`src/rtl/dsp48a1_share_arbiter.sv`:
```
// Round-robin arbiter time-sharing one dsp48a1_inst between N_REQ requesters,
// with a PIPE_LAT-cycle drain window after each burst so results reach the old owner.
module dsp48a1_share_arbiter #(
    parameter int N_REQ    = 4,
    parameter int INS_W    = 92,
    parameter int PIPE_LAT = 2
) (
    input  logic                     clk,
    input  logic                     reset,
    input  logic [N_REQ-1:0]         req,
    input  logic [N_REQ*INS_W-1:0]   dsp_ins_flat_req,
    output logic [N_REQ-1:0]         gnt,
    output logic [INS_W-1:0]         dsp_ins_flat,
    output logic                     busy,
    output logic [2:0]               owner_id
);

    typedef enum logic [1:0] {S_IDLE, S_GRANT, S_DRAIN} state_t;

    localparam logic [7:0] DRAIN_INIT = (PIPE_LAT > 0) ? 8'(PIPE_LAT - 1) : 8'd0;
    localparam logic [2:0] LAST_IDX   = 3'(N_REQ - 1);

    // First requesting index found when searching upward from p, wrapping modulo N_REQ.
    function automatic logic [2:0] rr_pick(input logic [N_REQ-1:0] r, input logic [2:0] p);
        logic [2:0] w;
        logic       hit;
        int         idx;
        w   = p;
        hit = 1'b0;
        for (int k = 0; k < N_REQ; k++) begin
            idx = int'(p) + k;
            if (idx >= N_REQ) idx = idx - N_REQ;
            for (int j = 0; j < N_REQ; j++) begin
                if (!hit && (j == idx) && r[j]) begin
                    w   = 3'(j);
                    hit = 1'b1;
                end
            end
        end
        return w;
    endfunction

    function automatic logic [N_REQ-1:0] one_hot(input logic [2:0] i);
        logic [N_REQ-1:0] o;
        for (int j = 0; j < N_REQ; j++) o[j] = (3'(j) == i);
        return o;
    endfunction

    state_t           state, state_nxt;
    logic [2:0]       owner, owner_nxt;
    logic [2:0]       ptr, ptr_nxt;
    logic [7:0]       cnt, cnt_nxt;
    logic [N_REQ-1:0] gnt_nxt;

    logic             any_req;
    logic             owner_req;
    logic [2:0]       rel_ptr;
    logic [2:0]       win;
    logic [2:0]       win_rel;
    logic [INS_W-1:0] owner_slice;

    assign any_req   = |req;
    assign owner_req = |(req & one_hot(owner));
    assign rel_ptr   = (owner == LAST_IDX) ? 3'd0 : owner + 3'd1;
    assign win       = rr_pick(req, ptr);
    assign win_rel   = rr_pick(req, rel_ptr);

    always_comb begin
        owner_slice = '0;
        for (int i = 0; i < N_REQ; i++) begin
            if (3'(i) == owner) owner_slice = dsp_ins_flat_req[i*INS_W +: INS_W];
        end
    end

    // An owner that has dropped req gets the NOP word even while gnt is still up.
    always_comb begin
        dsp_ins_flat = '0;
        if (state == S_GRANT && owner_req) dsp_ins_flat = owner_slice;
    end

    assign busy     = (state != S_IDLE);
    assign owner_id = owner;

    always_comb begin
        state_nxt = state;
        owner_nxt = owner;
        ptr_nxt   = ptr;
        cnt_nxt   = cnt;
        gnt_nxt   = gnt;
        case (state)
            S_IDLE: begin
                if (any_req) begin
                    state_nxt = S_GRANT;
                    owner_nxt = win;
                    gnt_nxt   = one_hot(win);
                end
            end
            S_GRANT: begin
                if (!owner_req) begin
                    gnt_nxt = '0;
                    ptr_nxt = rel_ptr;
                    // Without a pipeline to drain, hand over immediately using the advanced pointer.
                    if (PIPE_LAT == 0) begin
                        if (any_req) begin
                            owner_nxt = win_rel;
                            gnt_nxt   = one_hot(win_rel);
                        end else begin
                            state_nxt = S_IDLE;
                        end
                    end else begin
                        state_nxt = S_DRAIN;
                        cnt_nxt   = DRAIN_INIT;
                    end
                end
            end
            S_DRAIN: begin
                if (cnt == 8'd0) begin
                    if (any_req) begin
                        state_nxt = S_GRANT;
                        owner_nxt = win;
                        gnt_nxt   = one_hot(win);
                    end else begin
                        state_nxt = S_IDLE;
                    end
                end else begin
                    cnt_nxt = cnt - 8'd1;
                end
            end
            default: state_nxt = S_IDLE;
        endcase
    end

    always_ff @(posedge clk or negedge reset) begin
        if (!reset) begin
            state <= S_IDLE;
            owner <= 3'd0;
            ptr   <= 3'd0;
            cnt   <= 8'd0;
            gnt   <= '0;
        end else begin
            state <= state_nxt;
            owner <= owner_nxt;
            ptr   <= ptr_nxt;
            cnt   <= cnt_nxt;
            gnt   <= gnt_nxt;
        end
    end

endmodule

```
`config.mk`:
```
export PLATFORM = sky130hd
export DESIGN_NAME = dsp48a1_share_arbiter
export DESIGN_NICKNAME = d
export VERILOG_FILES = /design/src/rtl/dsp48a1_share_arbiter.sv
export SDC_FILE = /design/constraint.sdc
export NUM_CORES = 1
export LEC_CHECK = 0
export ABC_AREA = 1
export CORE_AREA = 3 3 183 185
export CTS_CLUSTER_DIAMETER = 150
export DETAILED_ROUTE_END_ITERATION = 8
export DIE_AREA = 0 0 186 188
export PLACE_DENSITY = 0.52
export SLEW_MARGIN = 20
export SYNTH_ARGS = -nofsm -noshare
export SYNTH_HDL_FRONTEND = slang
export SYNTH_SLANG_ARGS = --single-unit
```
`constraint.sdc`:
```
create_clock -name clk -period 1.9 [get_ports clk]
set_input_delay 0.38 -clock clk [delete_from_list [all_inputs] [get_ports clk]]
set_output_delay 0.38 -clock clk [all_outputs]
set_load 0.02 [all_outputs]
```
==> impl_summary.md <==
Worst setup path
The end of the worst register-to-register path is cnt[7]. At the worst endpoint, the required time is 1.52 ns. The critical path in this run is classified as reg2out. The worst setup path is captured at a primary output. The arrival time at the worst endpoint is 2.38 ns. The kind of start point of the critical path is a flop.

The most numerous cell type found on the critical path is sky130_fd_sc_hd__buf_6. In this run the worst path has a maximum fanout of 6. In this design, the stage delay of the slowest critical-path cell is 0.43 ns. The startpoint identified for the worst register-to-register timing path is owner_id[1].

The depth of the worst register-to-register path is 15. The critical path contains buffers and inverters numbering 5 combined. The register-to-register setup slack is -0.30 ns. The slowest stage of the critical path is the sky130_fd_sc_hd__dfrtp_2 cell. Walking the worst path, the cells encountered are inv_2, ha_4, clkinv_4, nor2_4, buf_6, a21oi_2, o21ai_4, nand2_4, buf_6, a311oi_2, buf_4. The cell family contributing the most delay on the critical path is buffers and inverters.

Clock network
In this run the number of H-tree levels came out at 1. In this run, CTS created clock tree buffers numbering 3. The clock transition at the registers of the reported paths is 0.06 ns.

The buffer levels on the longest clock path is 2. The number of hold buffers added after CTS was 0. TritonCTS built the clock tree.

The count of clock tree sinks is 20. For the worst-skew pair, the clock arrives at the later sink with an insertion delay of 0.25 ns. The buffer type at the clock tree root is sky130_fd_sc_hd__clkbuf_16.

Synthesis
The number of unique standard cell types used by synthesis is 37. After synthesis the netlist holds a flip-flop and latch count of 20. Of the synthesized area, sequential elements account for 0.102. The average footprint of a synthesized cell is 5.26 µm². The number of nets in the synthesized netlist is 1,315. The mapped netlist covers 0.00492 mm². The number of cells produced by synthesis is 936.

The Yosys step of the flow raised 0 warnings.

STA
The ratio of final minimum period to clock period is 1.45. The clock skew after layout is 0.00588 ns. Setup repair after global routing could not meet its margin everywhere. The number of pins with negative max-slew slack in the final report is 0.

Derived from the worst setup path, the maximum achievable clock frequency is 363 MHz. The smallest clock period supported by the final layout is computed as 2.76 ns. The remaining max-slew budget at the tightest pin is 0.612. The worst path setup slack after routing is -0.858 ns. For the pin with the worst max-slew slack, the measured transition is 0.582 ns. The count of endpoints failing setup in the final report is 108. The final hold violation count is 0.

Global route
The number of antenna violations at the first check in global routing is 7. Entering global routing, the biggest net connects 44 pins. For this run, the total global-route usage over all layers was measured as 0.193. The remaining global-route overflow is 0.

The first global-routing pass estimated 52.3 mm of wire. The via count of the first global-routing pass is 8,594.

Drt
The violation count after the first detailed-routing iteration is 365. The detail route stage leaves a number of antenna-violating nets equal to 0. The wire length reported by the detailed router is 36.5 mm. The routed wire length per instance is 19.5 µm. The number of search-and-repair iterations in the first detailed-routing pass is 5. The per-cell via count in the routed design is 4.65. After detailed routing, the number of remaining DRC violations is 0. The via total after detailed routing is 8,709.

Floorplan
The placeable core region is 0.0322 mm². The die is 188 µm tall. In this run the core area contains 66 standard-cell rows. The floorplan step defined a die boundary enclosing 0.0350 mm².

Pin placement for this block handled 474 I/O pins. The floorplan step set the die width to 186 µm. The initial core utilization is 0.153.

Flow run
The max-capacitance violation count is 0.

Run status
The run finished, with violations left. The checks that failed: setup timing.

Pwr
The total leakage power is 4.84 nW. The maximum vdd ir drop is 0.637 mV. The design draws 16.1 mW.

The power per standard cell area is 1320 mW/mm².

Layout
The post-route non-filler standard cell count is 1,871. For this run, the post-layout net count is 1,839. The fraction of final layout cells sized beyond drive strength 1 is 0.261. The synthesis-to-layout area growth is 148%.

The number of fill cells is 3,401. The final standard cell utilization of the core is 0.378.

Min path
The path class of the lowest-slack min-delay path is in2async.

Place
Routability-driven placement finished with a final weighted congestion of 0.953. Once detailed placement completed, the half-perimeter wirelength came to 29.6 mm. During placement, the flow inserted port buffers numbering 473. Counting tap cells, the placed design contains a total of 1,843 instances.
[worst register-to-register path: stages (launching register included)]
cell	delay (ns)
sky130_fd_sc_hd__dfrtp_2	0.40
sky130_fd_sc_hd__inv_2	0.06
sky130_fd_sc_hd__buf_4	0.13
sky130_fd_sc_hd__ha_4	0.16
sky130_fd_sc_hd__nand2_4	0.11
sky130_fd_sc_hd__o22ai_2	0.08
sky130_fd_sc_hd__a21oi_2	0.15
sky130_fd_sc_hd__o21ai_4	0.14
sky130_fd_sc_hd__buf_4	0.17
sky130_fd_sc_hd__nor3_4	0.15
sky130_fd_sc_hd__nor2_2	0.07
sky130_fd_sc_hd__nor2_2	0.12
sky130_fd_sc_hd__nand2_2	0.10
sky130_fd_sc_hd__o21ai_1	0.13
sky130_fd_sc_hd__nand2_1	0.06
sky130_fd_sc_hd__nor2_1	0.10
[worst max path at each step]
| stage | end | slack, ns | cells past startpoint | startpoint |
|---|---|---|---|---|
| finish | dsp_ins_flat[87] | -0.86 | 11 | owner_id[1] |
| global route | dsp_ins_flat[72] | -0.93 | 12 | owner_id[1] |
| CTS | dsp_ins_flat[87] | -0.82 | 11 | owner_id[1] |
| detailed placement | dsp_ins_flat[72] | -1.13 | 10 | req[0] |
| global placement | dsp_ins_flat[72] | -1.13 | 10 | req[0] |
| floorplan | dsp_ins_flat[28] | -0.56 | 9 | owner_id[1] |
[synthesized netlist by cell type (all sizes together)]
master,number,share of area
nand3,114,0.12
nor2,119,0.097
nor3,5,0.0084
nand2,316,0.25
clkbuf,80,0.061
inv,41,0.031
nor4,1,0.0013
nand4,10,0.019
o21a,1,0.0015
a21oi,8,0.0089
buf,12,0.013
o21bai,1,0.0015
dfrtp,20,0.10
ha,5,0.013
o31ai,1,0.0015
o21ai,105,0.11
a311oi,91,0.16
o22ai,1,0.0013
clkinv,1,0.00076
a31oi,1,0.0013
o211ai,2,0.0031
a31o,1,0.0018
[cell usage in the layout, fill, tap and decap left out, types with 6 or more instances in the layout]
cell / Yosys / routed
sky130_fd_sc_hd__clkdlybuf4s50_1: 0 / 377
sky130_fd_sc_hd__nand2_1: 311 / 303
sky130_fd_sc_hd__buf_4: 1 / 158
sky130_fd_sc_hd__nor2_1: 113 / 110
sky130_fd_sc_hd__nand3_1: 113 / 108
sky130_fd_sc_hd__o21ai_0: 100 / 78
sky130_fd_sc_hd__a311oi_2: 0 / 55
sky130_fd_sc_hd__inv_1: 38 / 33
sky130_fd_sc_hd__a311oi_4: 0 / 27
sky130_fd_sc_hd__buf_12: 0 / 25
sky130_fd_sc_hd__buf_6: 1 / 22
sky130_fd_sc_hd__buf_2: 8 / 17
sky130_fd_sc_hd__o21ai_1: 3 / 15
sky130_fd_sc_hd__dfrtp_1: 20 / 15
sky130_fd_sc_hd__o21ai_2: 2 / 11
sky130_fd_sc_hd__a311oi_1: 91 / 9
sky130_fd_sc_hd__nand2_2: 3 / 8
sky130_fd_sc_hd__nand4_1: 8 / 8
sky130_fd_sc_hd__inv_2: 3 / 6
[repair_timing]
item,CTS,global route
setup buffers,8,8
resized for setup,464,89
pin swaps,11,34
endpoints found under the hold margin,0,0
endpoints found under the setup margin,112,111
gates cloned,2,2
[power breakdown]
group | switching [mW] | leakage [nW] | internal (mW)
Combinational | 8.60 | 4.55 | 6.23
Clock | 0.156 | 0.0382 | 0.286
Sequential | 0.167 | 0.252 | 0.617
[metal layers]
metal	wire (µm)	up-vias	share of wire	GRT usage
li1	-	4298	-	-
met1	15300	4014	0.42	0.245
met2	17700	339	0.48	0.335
met3	2670	54	0.073	0.0403
met4	835	4	0.023	0.0433
met5	24	-	0.00066	0
[cell families (layout without fill, tap and decap cells)]
family	count (synthesis)	after routing	share of synthesized area
other	0	4	0
adders and majority gates	5	5	0.0127
DFF	20	20	0.102
buffers and inverters	134	656	0.107
AOI/OAI and AO/OA	212	212	0.291
and+or+nand+nor	565	566	0.488
[sequential cells by signal (all words and copies together), names as in the netlist]
signal and flops:
state 2, cnt 8, gnt 4, owner_id 3, ptr 3
[layout make-up]
class                      count  area [µm²]  area share
timing repair buffer         610        5980       0.491
multi-input combinational    783        4930       0.404
tap                          408         510      0.0419
sequential                    20         507      0.0416
inverter                      42         171      0.0141
clock buffer                   4        78.8     0.00647
antenna                        4        10.0    0.000821
[per-stage QoR]
step	area (µm²)	setup TNS [ns]	hold slack (ns)	setup WS, ns
after floorplan	5750	-38.68	0.0844	-0.561
after global placement	11700	-97.67	0.469	-1.13
after detailed placement	11700	-99.06	0.469	-1.13
after CTS	11800	-71.97	0.477	-0.818
after global routing	12200	-84.19	0.510	-0.928
final	12200	-72.29	0.475	-0.858
Note: power is estimated with default switching activity, not from simulation.
